### src/rtl/serial_pkg.sv
// Shared definitions for the serial boot path: loader and strobe state
// encodings, frame constants and the serial port controller mode codes.
package serial_pkg;

  typedef enum logic [3:0] {
    ST_IDLE     = 4'd0,
    ST_LEN_LO   = 4'd1,
    ST_LEN_HI   = 4'd2,
    ST_DATA_LO  = 4'd3,
    ST_DATA_HI  = 4'd4,
    ST_WR_SETUP = 4'd5,
    ST_WR_PULSE = 4'd6,
    ST_WR_HOLD  = 4'd7,
    ST_CSUM     = 4'd8,
    ST_DONE     = 4'd9
  } load_state_t;

  typedef enum logic [1:0] {
    WS_IDLE  = 2'd0,
    WS_SETUP = 2'd1,
    WS_PULSE = 2'd2,
    WS_HOLD  = 2'd3
  } strobe_phase_t;

  localparam int LEN_BYTES  = 2;
  localparam int CSUM_BYTES = 1;

  // Operating modes shared with the serial port controller.
  localparam logic [1:0] MODE_OFF  = 2'd0;
  localparam logic [1:0] MODE_RX   = 2'd1;
  localparam logic [1:0] MODE_TX   = 2'd2;
  localparam logic [1:0] MODE_LOOP = 2'd3;

  // States in which the loader is willing to take a byte from the UART.
  function automatic logic rx_state(input load_state_t s);
    return (s == ST_LEN_LO) || (s == ST_LEN_HI) || (s == ST_DATA_LO) ||
           (s == ST_DATA_HI) || (s == ST_CSUM);
  endfunction

endpackage

### src/rtl/serial_loader_if.sv
// Byte stream from the serial port controller plus the RAM2 write bus.
interface serial_loader_if #(
  parameter int ADDR_WIDTH = 18
);
  logic                  rx_valid;
  logic [7:0]            rx_data;
  logic                  rx_ready;
  logic [ADDR_WIDTH-1:0] ram_addr;
  logic [15:0]           ram_data;
  logic                  ram_wen;
  logic                  ram_en;

  modport master (
    input  rx_valid, rx_data,
    output rx_ready, ram_addr, ram_data, ram_wen, ram_en
  );

  modport slave (
    output rx_valid, rx_data,
    input  rx_ready, ram_addr, ram_data, ram_wen, ram_en
  );
endinterface

### src/rtl/serial_loader_strobe.sv
// RAM2 write sequencer: setup, one-cycle active-low write pulse, hold.
// Address tracks its input while idle; address and data are frozen once go is seen.
module ram2_write_strobe
  import serial_pkg::*;
#(
  parameter int                    ADDR_WIDTH = 18,
  parameter logic [ADDR_WIDTH-1:0] RESET_ADDR = '0
) (
  input  logic                  clk,
  input  logic                  rst,
  input  logic                  go,
  input  logic [ADDR_WIDTH-1:0] addr,
  input  logic [15:0]           data,
  output logic [ADDR_WIDTH-1:0] ram_addr,
  output logic [15:0]           ram_data,
  output logic                  ram_en,
  output logic                  ram_wen,
  output logic                  finished
);

  strobe_phase_t phase, phase_nxt;

  // NOTE: every always_comb output gets a default before the case, so no path leaves it unassigned and no latch is inferred.
  always_comb begin
    phase_nxt = phase;
    case (phase)
      WS_IDLE:  if (go) phase_nxt = WS_SETUP;
      WS_SETUP: phase_nxt = WS_PULSE;
      WS_PULSE: phase_nxt = WS_HOLD;
      WS_HOLD:  phase_nxt = WS_IDLE;
      default:  phase_nxt = WS_IDLE;
    endcase
  end

  // NOTE: sequential state uses non-blocking assignments so every flop samples pre-edge values.
  always_ff @(posedge clk) begin
    if (!rst) begin
      phase    <= WS_IDLE;
      ram_en   <= 1'b1;
      ram_wen  <= 1'b1;
      ram_addr <= RESET_ADDR;
      ram_data <= '0;
    end else begin
      phase   <= phase_nxt;
      // Strobes are registered from the next phase so the RAM pins never glitch.
      ram_en  <= (phase_nxt == WS_IDLE);
      ram_wen <= (phase_nxt != WS_PULSE);
      if (phase == WS_IDLE) begin
        ram_addr <= addr;
        if (go) ram_data <= data;
      end
    end
  end

  assign finished = (phase == WS_HOLD);

endmodule

### src/rtl/serial_loader.sv
// Loads a length-prefixed, XOR-checksummed program image from the UART byte
// stream into RAM2 and reports done/length/checksum status to boot control.
module serial_loader
  import serial_pkg::*;
#(
  parameter int                    ADDR_WIDTH = 18,
  parameter logic [ADDR_WIDTH-1:0] BASE_ADDR  = '0,
  parameter logic [15:0]           MAX_WORDS  = 16'h8000
) (
  input  logic            clk,
  input  logic            rst,
  input  logic            start,
  serial_loader_if.master bus,
  output logic            busy,
  output logic            done,
  output logic            len_error,
  output logic            csum_ok,
  output logic [15:0]     words_loaded
);

  load_state_t           state, state_nxt;
  logic                  rx_ready_q;
  logic [15:0]           len_q;
  logic [7:0]            data_lo_q;
  logic [7:0]            acc_q;
  logic [ADDR_WIDTH-1:0] addr_q;
  logic [15:0]           words_q;
  logic                  len_error_q;
  logic                  csum_ok_q;

  logic        accept;
  logic [15:0] n_word;
  logic        go;
  logic        wr_finished;
  logic        last_word;

  assign accept    = bus.rx_valid && rx_ready_q;
  assign n_word    = {bus.rx_data, len_q[7:0]};
  assign go        = (state == ST_DATA_HI) && accept;
  assign last_word = ((words_q + 16'd1) == len_q);

  always_comb begin
    state_nxt = state;
    case (state)
      ST_IDLE, ST_DONE: if (start) state_nxt = ST_LEN_LO;
      ST_LEN_LO:        if (accept) state_nxt = ST_LEN_HI;
      ST_LEN_HI: begin
        if (accept) begin
          if (n_word == 16'd0)        state_nxt = ST_CSUM;
          else if (n_word > MAX_WORDS) state_nxt = ST_DONE;
          else                         state_nxt = ST_DATA_LO;
        end
      end
      ST_DATA_LO:  if (accept) state_nxt = ST_DATA_HI;
      ST_DATA_HI:  if (accept) state_nxt = ST_WR_SETUP;
      ST_WR_SETUP: state_nxt = ST_WR_PULSE;
      ST_WR_PULSE: state_nxt = ST_WR_HOLD;
      ST_WR_HOLD:  if (wr_finished) state_nxt = last_word ? ST_CSUM : ST_DATA_LO;
      ST_CSUM:     if (accept) state_nxt = ST_DONE;
      default:     state_nxt = ST_IDLE;
    endcase
  end

  always_ff @(posedge clk) begin
    if (!rst) state <= ST_IDLE;
    else      state <= state_nxt;
  end

  always_ff @(posedge clk) begin
    if (!rst) begin
      rx_ready_q  <= 1'b0;
      len_q       <= '0;
      data_lo_q   <= '0;
      acc_q       <= '0;
      addr_q      <= BASE_ADDR;
      words_q     <= '0;
      len_error_q <= 1'b0;
      csum_ok_q   <= 1'b0;
    end else begin
      rx_ready_q <= rx_state(state_nxt);
      case (state)
        ST_IDLE, ST_DONE: begin
          if (start) begin
            len_q       <= '0;
            acc_q       <= '0;
            addr_q      <= BASE_ADDR;
            words_q     <= '0;
            len_error_q <= 1'b0;
            csum_ok_q   <= 1'b0;
          end
        end
        ST_LEN_LO: begin
          if (accept) begin
            len_q[7:0] <= bus.rx_data;
            acc_q      <= acc_q ^ bus.rx_data;
          end
        end
        ST_LEN_HI: begin
          if (accept) begin
            len_q[15:8] <= bus.rx_data;
            acc_q       <= acc_q ^ bus.rx_data;
            if (n_word > MAX_WORDS) len_error_q <= 1'b1;
          end
        end
        ST_DATA_LO: begin
          if (accept) begin
            data_lo_q <= bus.rx_data;
            acc_q     <= acc_q ^ bus.rx_data;
          end
        end
        ST_DATA_HI: if (accept) acc_q <= acc_q ^ bus.rx_data;
        ST_WR_HOLD: begin
          // Address wraps naturally at 2^ADDR_WIDTH.
          if (wr_finished) begin
            words_q <= words_q + 16'd1;
            addr_q  <= addr_q + 1'b1;
          end
        end
        ST_CSUM: if (accept) csum_ok_q <= (bus.rx_data == acc_q);
        default: ;
      endcase
    end
  end

  ram2_write_strobe #(
    .ADDR_WIDTH (ADDR_WIDTH),
    .RESET_ADDR (BASE_ADDR)
  ) u_strobe (
    .clk      (clk),
    .rst      (rst),
    .go       (go),
    .addr     (addr_q),
    .data     ({bus.rx_data, data_lo_q}),
    .ram_addr (bus.ram_addr),
    .ram_data (bus.ram_data),
    .ram_en   (bus.ram_en),
    .ram_wen  (bus.ram_wen),
    .finished (wr_finished)
  );

  assign bus.rx_ready  = rx_ready_q;
  assign busy          = (state != ST_IDLE) && (state != ST_DONE);
  assign done          = (state == ST_DONE);
  assign len_error     = len_error_q;
  assign csum_ok       = csum_ok_q;
  assign words_loaded  = words_q;

endmodule

### src/flat_wrapper.sv
// flat-port wrapper written by rule: the top's interface ports become plain ports
module serial_loader_flat import serial_pkg::*;
#(
  parameter int                    ADDR_WIDTH = 18,
  parameter logic [ADDR_WIDTH-1:0] BASE_ADDR  = '0,
  parameter logic [15:0]           MAX_WORDS  = 16'h8000
)
  (clk, rst, start, busy, done, len_error, csum_ok, words_loaded, bus_rx_valid, bus_rx_data, bus_rx_ready, bus_ram_addr, bus_ram_data, bus_ram_wen, bus_ram_en);
  serial_loader_if #(.ADDR_WIDTH(ADDR_WIDTH)) bus_i ();
  input  logic clk;
  input  logic rst;
  input  logic start;
  output logic busy;
  output logic done;
  output logic len_error;
  output logic csum_ok;
  output logic [15:0] words_loaded;
  input wire logic [$bits(bus_i.rx_valid)-1:0] bus_rx_valid;
  input wire logic [$bits(bus_i.rx_data)-1:0] bus_rx_data;
  output wire logic [$bits(bus_i.rx_ready)-1:0] bus_rx_ready;
  output wire logic [$bits(bus_i.ram_addr)-1:0] bus_ram_addr;
  output wire logic [$bits(bus_i.ram_data)-1:0] bus_ram_data;
  output wire logic [$bits(bus_i.ram_wen)-1:0] bus_ram_wen;
  output wire logic [$bits(bus_i.ram_en)-1:0] bus_ram_en;
  assign bus_i.rx_valid = bus_rx_valid;
  assign bus_i.rx_data = bus_rx_data;
  assign bus_rx_ready = bus_i.rx_ready;
  assign bus_ram_addr = bus_i.ram_addr;
  assign bus_ram_data = bus_i.ram_data;
  assign bus_ram_wen = bus_i.ram_wen;
  assign bus_ram_en = bus_i.ram_en;
  serial_loader #(.ADDR_WIDTH(ADDR_WIDTH), .BASE_ADDR(BASE_ADDR), .MAX_WORDS(MAX_WORDS)) u_core (.clk(clk), .rst(rst), .start(start), .bus(bus_i), .busy(busy), .done(done), .len_error(len_error), .csum_ok(csum_ok), .words_loaded(words_loaded));
endmodule
### config.mk
export PLATFORM = sky130hd
export DESIGN_NAME = serial_loader_flat
export DESIGN_NICKNAME = d
export VERILOG_FILES = /design/src/rtl/serial_pkg.sv /design/src/rtl/serial_loader_if.sv /design/src/rtl/serial_loader_strobe.sv /design/src/rtl/serial_loader.sv /design/src/flat_wrapper.sv
export SDC_FILE = /design/constraint.sdc
export NUM_CORES = 1
export LEC_CHECK = 0
export CAP_MARGIN = 15
export CORE_UTILIZATION = 47
export DETAILED_ROUTE_END_ITERATION = 6
export HOLD_SLACK_MARGIN = 0.12
export PLACE_DENSITY = 0.69
export SYNTH_ARGS = -nofsm -noshare
export SYNTH_HDL_FRONTEND = slang
export SYNTH_SLANG_ARGS = --single-unit
### constraint.sdc
create_clock -name clk -period 7.2 [get_ports clk]
set_clock_uncertainty 0.05 [all_clocks]
set_input_delay 1.44 -clock clk [delete_from_list [all_inputs] [get_ports clk]]
set_output_delay 1.44 -clock clk [all_outputs]
set_load 0.005 [all_outputs]
==> metrics.yaml, run 1 <==
outcome:
  status: "finished, final reports clean"
sta:
  worst_pin_slew_ps: 820
  hold_violations: 0
  tns_ps: 0
  slew_headroom: 0.449
  drv_slew: 0
  finalSetupViolCount: 0
  max_clock_freq_ghz: 0.280
  rsz0062_at_grt: "no"
  period_needed_ps: 3580
  period_share: 0.497
floorplan:
  rows: 39
  die_w_um: 111
  die_area_um2: 12200
  die_h_um: 111
  start_util: 0.483
  placeableCoreArea_um2: 11500
  pin_count: 69
synth:
  synth_area_leaders: "dfxtp_1, nor2b_1, mux2i_1, nand2_1, xor2_1"
  ys_ff_latch: 111
  seq_area_frac_synth: 0.401
  async_flop_share: 0
  netlist_area_um2: 5540
  syn_inst: 652
  synth_top_area_share: 0.401
  synth_flop_cell: "dfxtp_1"
  syn_nets: 671
  synth_edf_count: 0
  avgSynthCellArea_um2: 8.50
  synth_top_cell_by_area: "dfxtp_1"
  yosys_warnings: 0
  synth_cell_types: 60
route:
  drt_first_pass_iters: 6
  drt-wirelength-per-cell_um: 16.4
  vias: 4689
  drc: 0
  ant_nets: 0
  drt_iter0_drc: 342
  vias_per_cell: 5.62
  wl_mm: 13.7
power_and_ir_drop:
  peakVddDrop_mv: 0.167
  power.density_nw_per_um2: 204
  total_power_w: 0.00133
  p_leak_nw: 2.29
grt:
  grt_overflow: 0
  grt.total_usage: 0.228
  grt_pass1_wl_mm: 22.5
  antenna_found_initial: 0
  grt_pass1_vias: 4388
  grt_max_degree: 94
setup_path:
  worst_ep_required_time_ps: 7440
  start_kind: "input pin"
  arrival_ps: 3810
  worstPathMaxFanout: 8
  worstSetupPathType: "input pin to flip-flop"
  r2r_cells: 8
  worstSetupEndpointType: "flip-flop"
hold_path:
  min_path_type: "flip-flop to flip-flop"
  hold_depth: 2
clock_tree:
  cts.htree.levels: 3
  cts.clk_slew.worst_paths_ps: 70
  post_cts_buffers: 0
  cts-root-buf: "clkbuf_16"
  numClockSinks: 111
  clockBufferDepth: 2
  ctsHoldBuffers: 0
  cts_tree: "yes"
  cts_resized: 0
  cts_buffers: 9
  worstSkewPairLatency_ps: 350
layout:
  postLayoutCellArea_um2: 6540
  fin_cells: 834
  antennaDiodeCount: 0
  fill_cells: 1049
  final_util: 0.570
  drive_gt1_frac: 0.0492
  syn2layout_area_growth_pct: 18.0
  fin_nets: 705
place:
  placed_area_um2: 6220
  dp.cells: 818
  portBuffers: 68
  place_congestion: 0.919
  post-dp-hpwl_mm: 9.54
job:
  cap_violations: 0
power breakdown:
| part | switching [W] | total [W] | internal, W |
|---|---|---|---|
| sequential | 0.0000119 | 0.000637 | 0.000625 |
| combinational | 0.0000995 | 0.000172 | 0.0000722 |
| clock | 0.000222 | 0.000523 | 0.000301 |
| total | 0.000334 | 0.00133 | 0.000997 |
worst paths after layout:
path / start / endpoint / slack, ps
worst min register to register: u_core.u_strobe.ram_data[15] / u_core.u_strobe.ram_data[15] / 410
worst max register to register: u_core.words_loaded[0] / u_core.bus.rx_ready / 4230
worst min-delay path: u_core.u_strobe.ram_data[15] / u_core.u_strobe.ram_data[15] / 410
worst max-delay path: bus_rx_data[0] / u_core.bus.rx_ready / 3620
flip-flops by register name, indices dropped and copies added, names as in the netlist, 2 cells and up:
register and count:
u_core.addr_q 18, u_core.u_strobe.ram_addr 18, u_core.len_q 16, u_core.u_strobe.ram_data 16, u_core.words_loaded 16, u_core.acc_q 8, u_core.data_lo_q 8, u_core.state 4
u_core.u_strobe.phase 2
metal layers:
layer | GRT usage | share of wire | vias up
met2 | 0.371 | 0.48 | 118
met3 | 0.0406 | 0.035 | 16
met4 | 0.0658 | 0.013 | 0
met1 | 0.308 | 0.47 | 2236
met5 | 0 | 0 | -
li1 | - | - | 2319
critical path, cell delays in order:
cell,delay [ps]
clkdlybuf4s50_1,590
nor4_1,350
nand4_1,220
xor2_1,230
nand3_1,110
a32o_1,240
or4b_1,500
mux2i_1,130
cell usage after synthesis (2+ instances only):
cell      count
nor4_2        4
nor4b_1       2
o21a_1        6
nand4b_1      2
nor2b_1      62
mux2i_1      29
and2_1       12
a211oi_1      2
buf_4         3
nor3b_1       3
or3_1         5
a21boi_0     20
nand2_1      75
dfxtp_1     111
nor2_1       34
nand3b_1      2
nor4_1        6
a31oi_1       2
xor2_1       24
clkbuf_1     37
inv_1         8
buf_2         7
mux2_2        2
nand2b_1      2
or4b_1        2
a22oi_1      15
nor3_1       17
and3_1        8
nand4_1      11
xnor2_1      20
a21oi_1      25
o21ai_0      30
a22o_1        2
o31ai_1       4
and4_1        2
ha_1          7
nand3_1      26
stage by stage:
| step | hold slack (ps) | setup slack, ps |
|---|---|---|
| 6_report | 411 | 3620 |
| 5_1_grt | 437 | 3470 |
| 4_1_cts | 413 | 3640 |
| 3_5_place_dp | 403 | 3260 |
| 3_3_place_gp | 391 | 3310 |
| 2_1_floorplan | 390 | 3970 |
area by class of cell:
cell class	instances	area (µm²)	area share
well taps	143	179	0.0274
flip-flops and latches	111	2220	0.340
multi-input cells	484	3090	0.472
repair buffers	72	706	0.108
clock inverters	3	47.5	0.00727
inverters	8	30.0	0.00459
clock buffers	13	270	0.0413
layout by cell type (no fill, tap or decap), types with 24 or more instances in the layout:
cell type	Yosys	layout
dfxtp_1	111	111
nand2_1	75	75
clkdlybuf4s50_1	0	67
nor2b_1	62	62
nor2_1	34	34
o21ai_0	30	30
mux2i_1	29	29
nand3_1	26	26
a21oi_1	25	25
xor2_1	24	24
logic make-up (layout without fill, tap and decap cells):
logic type / after synthesis / count (layout) / share of synthesized area
adders and majority gates: 7 / 7 / 0.0158
buffers and inverters: 57 / 96 / 0.0424
and+or+nand+nor: 284 / 284 / 0.276
AOI/OAI and AO/OA: 118 / 118 / 0.139
xor gates and xnor gates: 44 / 44 / 0.0695
muxes: 31 / 31 / 0.0564
DFF: 111 / 111 / 0.401
(Power assumes the default switching activity.)
==> run 2: changes to the inputs <==
clock period = 3.65 ns   (was 7.2 ns; I/O delays follow)
==> run 2 against run 1 <==
Effect of this change:
- via count up 0.26%
- highest routed layer unchanged
- global-route usage rose by 0.51 points
- critical path type is now flip-flop to flip-flop
- largest power group unchanged
- setup slack lost 2900 ps
- sequential share of layout area is 0.10 points lower
- design area rose by 0.31%
- non-clock buffer count up 9
- first-iteration DRC count down 14%
- clock power rose by 77%
- wire length up 2.2%
==> metrics.yaml, run 2 (synthesis gave the netlist of run 1 again) <==
layout:
  fin_nets: 714  # +1.3%
  final_common_cell: "dfxtp_1"
  drive_gt1_frac: 0.0571  # +0.00794
  largest_registers: "u_core.addr_q x18, u_core.u_strobe.ram_addr x18"
  fin_cells: 843  # +1.1%
  antennaDiodeCount: 0  # unchanged
  fill_cells: 1067  # +1.7%
  syn2layout_area_growth_pct: 18.3
  final_util: 0.572  # +0.00175
  final_cell_mix: "dfxtp_1, nand2_1, clkdlybuf4s50_1"
  postLayoutCellArea_um2: 6560  # +0.31%
setup_path:
  worstSetupPathType: "flip-flop to flip-flop"
  crit_chain: "ha_1 > and3_1 > a31oi_1 > nor4_2 > or4b_1 > nor4_2 > or4b_1 > mux2i_1"
  arrival_ps: 3100  # -710 ps
  max_stage_delay_ps: 500  # -90 ps
  crit_family: "simple AND/OR/NAND/NOR gates"
  worstPathMaxFanout: 7  # -1
  cp_num_buf_inv: 0  # -1
  start_kind: "flip-flop"
  worstSetupEndpointType: "flip-flop"
  critical_path.slowest_cell: "dfxtp_1"
  worst_ep_required_time_ps: 3840  # -3600 ps
grt:
  grt_overflow: 0  # unchanged
  grt_pass1_vias: 4362  # -0.59%
  grt.total_usage: 0.233  # +0.00508
  busiest_layer: "met2"
  globalRouteMet3Util: 0.0280  # -0.0126
  antenna_found_initial: 0  # unchanged
  use_met2: 0.375  # +0.00373
  grt_max_degree: 72  # -23%
  grt_pass1_wl_mm: 22.8  # +1.3%
  grt_use_met1: 0.318  # +0.0102
clock_tree:
  cts_buffers: 9  # unchanged
  cts-root-buf: "clkbuf_16"
  ctsHoldBuffers: 0  # unchanged
  cts.clk_slew.worst_paths_ps: 70  # about the same
  numClockSinks: 111  # unchanged
  worstSkewPairLatency_ps: 350  # about the same
  cts_resized: 0  # unchanged
  post_cts_buffers: 0  # unchanged
  cts_tree: "yes"
  cts.htree.levels: 3  # unchanged
  clockBufferDepth: 2  # unchanged
route:
  wl_mm: 14.0  # +2.2%
  ant_nets: 0  # unchanged
  drc: 0  # unchanged
  drt_first_pass_iters: 5  # -1
  drt-wirelength-per-cell_um: 16.6  # +1.2%
  vias_per_cell: 5.58  # -0.81%
  drt_iter0_drc: 293  # -14%
  vias: 4701  # +0.26%
power_and_ir_drop:
  power_switching_share: 0.262  # +0.0115
  peakVddDrop_mv: 0.329  # +97%
  p_clk_frac: 0.367  # -0.026
  total_power_w: 0.00253  # +90%
  p_leak_nw: 2.30  # +0.63%
  p_switching_w: 0.000663  # +99%
  pwr-share-comb: 0.137  # +0.008
  power.density_nw_per_um2: 385  # +89%
  p_int_w: 0.00187  # +87%
  power_frac_seq: 0.497  # +0.019
sta:
  hold_violations: 0  # unchanged
  drv_slew: 0  # unchanged
  finalSetupViolCount: 0  # unchanged
  rsz0062_at_grt: "no"
  tns_ps: 0  # unchanged
  period_needed_ps: 2920
  max_clock_freq_ghz: 0.343
  worst_pin_slew_ps: 846  # +26.2 ps
  period_share: 0.799
  slew_headroom: 0.432  # -0.0176
floorplan:
  die_h_um: 111  # unchanged
  rows: 39  # unchanged
  die_area_um2: 12200  # unchanged
  die_w_um: 111  # unchanged
  pin_count: 69  # unchanged
  start_util: 0.483  # unchanged
  placeableCoreArea_um2: 11500  # unchanged
place:
  portBuffers: 68  # unchanged
  place_congestion: 0.871  # -5.2%
  dp.cells: 827  # +1.1%
  post-dp-hpwl_mm: 9.81  # +2.9%
  placed_area_um2: 6290  # +1.1%
outcome:
  status: "finished, final reports clean"
hold_path:
  min_path_type: "flip-flop to flip-flop"
job:
  cap_violations: 0  # unchanged
run 2: changes by cell type in the layout (fill, tap and decap cells not counted):
cell        previous run  this run
buf_4                  4        13
clkbuf_1               1         4
bufinv_16              1         0
clkinvlp_4             0         1
clkbuf_8               3         1
inv_6                  1         0
run 2: power by group through the flow:
stage,Combinational (W),Sequential [W],Clock [W]
global placement,0.000337,0.00128,0
CTS,0.000345,0.00125,0.000952
detailed placement,0.000343,0.00128,0
finish,0.000345,0.00126,0.000927
global route,0.000372,0.00126,0.000992
floorplan,0.000242,0.00128,0
run 2: final timing paths:
kind	cells after the start	start	to	slack [ps]
min	2	u_core.u_strobe.ram_data[15]	u_core.u_strobe.ram_data[15]	410
max	8	u_core.words_loaded[0]	u_core.bus.rx_ready	730
max reg2reg	8	u_core.words_loaded[0]	u_core.bus.rx_ready	730
min reg2reg	2	u_core.u_strobe.ram_data[15]	u_core.u_strobe.ram_data[15]	410
run 2: through the flow:
step                hold slack (ps)  setup WS, ps
finish                          410           733
global route                    442           590
CTS                             415           791
detailed placement              405           526
global placement                392           578
floorplan                       390          1130
run 2: area by class of cell:
type	count	area, µm²	area share
clock inverter	2	16.3	0.00248
timing repair buffer	81	773	0.118
clock buffer	14	254	0.0387
inverter	8	30.0	0.00458
sequential	111	2220	0.339
multi-input combinational	484	3090	0.470
tap	143	179	0.0273
run 2: worst reg2reg max path: stages, from the launching register on:
cell     delay, ps
dfxtp_1        500
ha_1           320
and3_1         290
a31oi_1        130
nor4_2         430
or4b_1         490
nor4_2         360
or4b_1         180
mux2i_1         60
run 2: layer usage:
metal	part of all wire	routed length, µm
met5	0	0
met4	0.018	246
met3	0.038	526
met2	0.47	6540
met1	0.48	6650
